$ cat src/rtl/instruction_fetch_unit.sv
// Instruction fetch unit: owns the PC, reads the synchronous program memory and
// hands each instruction to the decoder with a one-cycle valid strobe.
`timescale 1ns/1ps
module instruction_fetch_unit #(
    parameter int unsigned NB_ADDR        = 11,
    parameter int unsigned NB_INSTRUCTION = 16,
    parameter int unsigned NB_OPCODE      = 5,
    parameter int unsigned NB_OPERAND     = 11,
    parameter int unsigned NB_COUNT       = 32
) (
    input  logic                      i_clock,
    input  logic                      i_reset,
    input  logic                      i_enb_pc,
    input  logic                      i_step_mode,
    input  logic                      i_step,
    input  logic [NB_INSTRUCTION-1:0] i_prog_data,
    output logic [NB_ADDR-1:0]        o_prog_addr,
    output logic                      o_prog_rd_enb,
    output logic [NB_OPCODE-1:0]      o_opcode,
    output logic [NB_OPERAND-1:0]     o_operand,
    output logic                      o_valid,
    output logic [NB_ADDR-1:0]        o_pc,
    output logic                      o_halted,
    output logic                      o_pc_overflow,
    output logic [NB_COUNT-1:0]       o_instr_count
);

    localparam logic [NB_ADDR-1:0]  PC_MAX    = '1;
    localparam logic [NB_COUNT-1:0] COUNT_MAX = '1;

    typedef enum logic [2:0] {
        S_IDLE,
        S_FETCH,
        S_LOAD,
        S_EXEC,
        S_STEP_WAIT,
        S_HALTED
    } state_t;

    state_t                    state;
    logic [NB_ADDR-1:0]        pc;
    logic [NB_INSTRUCTION-1:0] ir;
    logic                      step_q;
    logic                      step_edge;

    assign step_edge = i_step & ~step_q;

    // Strobes are registered alongside the state they belong to, so they
    // track the current state exactly without a combinational decode.
    always_ff @(posedge i_clock) begin
        if (!i_reset) begin
            state         <= S_IDLE;
            pc            <= '0;
            ir            <= '0;
            step_q        <= 1'b0;
            o_instr_count <= '0;
            o_pc_overflow <= 1'b0;
            o_valid       <= 1'b0;
            o_prog_rd_enb <= 1'b0;
            o_halted      <= 1'b0;
        end else begin
            step_q        <= i_step;
            o_valid       <= 1'b0;
            o_prog_rd_enb <= 1'b0;
            o_halted      <= 1'b0;
            case (state)
                S_IDLE: begin
                    state         <= S_FETCH;
                    o_prog_rd_enb <= 1'b1;
                end
                S_FETCH: begin
                    state <= S_LOAD;
                end
                S_LOAD: begin
                    ir      <= i_prog_data;
                    state   <= S_EXEC;
                    o_valid <= 1'b1;
                end
                S_EXEC: begin
                    if (o_instr_count != COUNT_MAX) begin
                        o_instr_count <= o_instr_count + NB_COUNT'(1);
                    end
                    if (!i_enb_pc) begin
                        state    <= S_HALTED;
                        o_halted <= 1'b1;
                    end else if (pc == PC_MAX) begin
                        // No wrap: running off the end of memory stops the CPU.
                        o_pc_overflow <= 1'b1;
                        state         <= S_HALTED;
                        o_halted      <= 1'b1;
                    end else begin
                        pc <= pc + NB_ADDR'(1);
                        if (i_step_mode) begin
                            state <= S_STEP_WAIT;
                        end else begin
                            state         <= S_FETCH;
                            o_prog_rd_enb <= 1'b1;
                        end
                    end
                end
                S_STEP_WAIT: begin
                    // Step edges seen in other states are simply dropped.
                    if (step_edge || !i_step_mode) begin
                        state         <= S_FETCH;
                        o_prog_rd_enb <= 1'b1;
                    end
                end
                S_HALTED: begin
                    o_halted <= 1'b1;
                end
                default: begin
                    state <= S_IDLE;
                end
            endcase
        end
    end

    assign o_prog_addr = pc;
    assign o_pc        = pc;
    assign o_opcode    = ir[NB_INSTRUCTION-1 -: NB_OPCODE];
    assign o_operand   = ir[NB_OPERAND-1:0];

endmodule

$ cat config.mk
export PLATFORM = sky130hd
export DESIGN_NAME = instruction_fetch_unit
export DESIGN_NICKNAME = d
export VERILOG_FILES = /design/src/rtl/instruction_fetch_unit.sv
export SDC_FILE = /design/constraint.sdc
export NUM_CORES = 1
export LEC_CHECK = 0
export BUFFER_PORTS_ARGS = -buffer_cell sky130_fd_sc_hd__buf_2
export CORE_MARGIN = 2
export CORE_UTILIZATION = 40
export DETAILED_ROUTE_END_ITERATION = 8
export PLACE_DENSITY_LB_ADDON = 0.08
export SYNTH_ARGS = -nofsm -noshare
export SYNTH_HDL_FRONTEND = slang
export SYNTH_SLANG_ARGS = --single-unit
$ cat constraint.sdc
create_clock -name i_clock -period 5.67 [get_ports i_clock]
set_input_delay 0.567 -clock i_clock [delete_from_list [all_inputs] [get_ports i_clock]]
set_output_delay 0.567 -clock i_clock [all_outputs]
set_load 0.02 [all_outputs]
==> flow_summary.json <==
{
  "run_status": "finished, final reports clean",
  "clockBufferDepth": 2,
  "die_w_um": 93.8,
  "synth_flop_cell": "dfxtp_1",
  "grt_max_degree": 35,
  "cts_tree": "yes",
  "p_leak_nw": 1.58,
  "synth-edff-count": 0,
  "critPathKind": "register to register",
  "dp_hpwl_mm": 5.52,
  "syn_nets": 409,
  "cts_root_buf": "clkbuf_8",
  "wirelength_mm": 7.95,
  "cts_hold_buf": 0,
  "gp_congestion": 0.840,
  "drv_slew": 0,
  "clkPwrFrac": 0.401,
  "peakVddDrop_mv": 0.134,
  "worstPathMaxFanout": 15,
  "ios": 95,
  "die_area_um2": 8810,
  "drive_gt1_frac": 0.258,
  "ys_seq_elements": 67,
  "period_needed_ps": 2290,
  "drtIter0Drc": 88,
  "max_stage_delay_ps": 620,
  "yosys_warnings": 0,
  "ys_seq_area_frac": 0.416,
  "fin_cells": 568,
  "grt_pass1_vias": 2784,
  "power_frac_comb": 0.098,
  "start_util": 0.416,
  "firstDrtPassIters": 4,
  "p_switching_mw": 0.274,
  "crit_arrival_ps": 2560,
  "area_growth_pct": 19.1,
  "n_antenna_cell": 0,
  "syn_area_um2": 3230,
  "end_kind": "register",
  "grt_use_total": 0.189,
  "hold_violations": 0,
  "synth_cells": 386,
  "setup_tns_ps": 0,
  "hp-class": "input port to register",
  "setup_viol": 0,
  "coreArea_um2": 7770,
  "path_clk_slew_ps": 80,
  "sw_frac_of_total": 0.275,
  "intPower_mw": 0.723,
  "clk_latency_ps": 340,
  "antenna_found_initial": 0,
  "cp_slowest_cell": "nor4_1",
  "dp_cells": 552,
  "maxCapViolCount": 0,
  "route.detailed.drc": 0,
  "rows": 32,
  "slew_headroom": 0.303,
  "fin_nets": 484,
  "final_antenna_net_count": 0,
  "syn_avg_cell_area_um2": 8.36,
  "fin_crit_sh": 0.405,
  "synthArstFlopShare": 0,
  "p_seq_frac": 0.501,
  "yosysUniqueCellTypes": 48,
  "post-route-util": 0.495,
  "worst_pin_slew_ps": 1040,
  "vias": 3020,
  "fmax_ghz": 0.436,
  "via_per_inst": 5.32,
  "gr-total-overflow": 0,
  "cts_buffers": 9,
  "cts.sinks": 67,
  "wl_per_cell_um": 14.0,
  "die_h_um": 93.8,
  "cts_setup_buffers": 0,
  "clock_skew_ps": 12.0,
  "ctsResizeCount": 0,
  "crit_chain": "nand3b_1 -> nor4_1 -> nand3_1 -> or3_1 -> a21oi_1",
  "rsz0062_at_grt": "no",
  "grt_pass1_wl_mm": 13.2,
  "htree_levels": 3,
  "critPathLaunchType": "register",
  "required_ps": 5940,
  "p_per_area_nw_per_um2": 260,
  "portBuffers": 94
}
## worst paths after layout
path	slack, ps	end	cells after the start	startpoint
min	450	ir[6]	3	i_prog_data[6]
min reg2reg	450	ir[8]	2	ir[8]
max reg2reg	3380	o_instr_count[20]	5	state[0]
max	3380	o_instr_count[20]	5	state[0]
## synth_stat cells (all sizes together) (5+ instances only)
library cell | n | area [um^2]
dfxtp | 67 | 1340
nand2 | 52 | 195
a21oi | 43 | 215
nor2 | 25 | 93.8
nand3 | 18 | 90.1
buf | 17 | 130
o21ai | 17 | 85.1
or3 | 15 | 93.8
clkbuf | 14 | 52.6
nand4 | 14 | 106
and4 | 8 | 72.6
inv | 8 | 30.0
nor3 | 8 | 51.3
xor2 | 8 | 70.1
o31ai | 7 | 52.6
or4 | 7 | 52.6
and2 | 5 | 31.3
and3 | 5 | 31.3
nor4 | 5 | 46.3
o2111ai | 5 | 73.8
xnor2 | 5 | 43.8
## critical path: cells and delay by family (launching register included)
family           cells  cell delay (ps)
AND/OR/NAND/NOR      4             1560
flip-flops           1              510
AO/OA/AOI/OAI        1              150
## cell type report
cell class                      count  area, um^2
Timing Repair Buffer               95         478
Fill cell                         816        3920
Tap cell                          102         128
Clock inverter                      6        65.1
Multi-Input combinational cell    280        1670
Inverter                            8        30.0
Clock buffer                       10         128
Sequential cell                    67        1340
## stage by stage
stage | setup WS [ps] | cell area [um^2] | total power, mW | hold WS (ps)
after floorplan | 3580 | 3230 | 0.578 | 499
after global placement | 3400 | 3650 | 0.608 | 439
after detailed placement | 3390 | 3650 | 0.610 | 445
after CTS | 3370 | 3840 | 1.01 | 437
after global routing | 3010 | 3840 | 1.05 | 444
final | 3380 | 3840 | 0.998 | 452
## cells by family (layout without fill, tap and decap cells)
group	after synthesis	count (layout)	share of synthesized area
and+or+nand+nor	172	172	0.290
DFF	67	67	0.416
muxes	4	4	0.0124
adders and majority gates	2	2	0.00775
xor gates and xnor gates	13	13	0.0353
buffers and inverters	39	119	0.0659
AOI/OAI and AO/OA	89	89	0.174
## state kept, by name, indices dropped and copies added (netlist names)
| name | cells |
|---|---|
| o_pc | 11 |
| o_pc_overflow | 1 |
| o_valid | 1 |
| ir | 16 |
| o_instr_count | 32 |
| state | 3 |
| o_halted | 1 |
| step_q | 1 |
| o_prog_rd_enb | 1 |
## power by group through the flow
stage / Combinational [mW] / Clock (mW) / Sequential (mW)
after floorplan: 0.0560 / 0 / 0.522
after CTS: 0.0987 / 0.411 / 0.500
after detailed placement: 0.0987 / 0 / 0.511
after global routing: 0.109 / 0.439 / 0.503
after global placement: 0.0980 / 0 / 0.510
final: 0.0973 / 0.400 / 0.500
## metal layers
metal  GRT usage  wire [um]  up-vias
met5           0          0        -
met4      0.0761        148        0
met3      0.0554        437       12
met2       0.294       3610       74
met1       0.244       3750     1398
li1            -          -     1536
## cells in the final DEF (no fill, tap or decap), types with 2 or more instances in the layout
| master | count |
|---|---|
| ha_1 | 2 |
| dfxtp_1 | 67 |
| o2111ai_2 | 2 |
| a21oi_1 | 43 |
| and2_1 | 5 |
| and3_1 | 5 |
| nand4_1 | 11 |
| and4_1 | 7 |
| o21a_1 | 4 |
| nor3_1 | 7 |
| a211oi_1 | 2 |
| nand3_1 | 18 |
| or3_1 | 15 |
| o21ai_0 | 16 |
| a31oi_1 | 4 |
| inv_1 | 8 |
| clkbuf_8 | 9 |
| clkinv_2 | 2 |
| mux2i_1 | 4 |
| nand2_1 | 52 |
| o211ai_1 | 2 |
| nor4_1 | 4 |
| nand3b_1 | 2 |
| nand2b_1 | 4 |
| nand4_2 | 3 |
| o31ai_1 | 7 |
| xor2_1 | 8 |
| o2111ai_1 | 2 |
| buf_2 | 94 |
| or4_1 | 7 |
| xnor2_1 | 5 |
| nor2_1 | 25 |
Power figures use the tool's default switching activity.
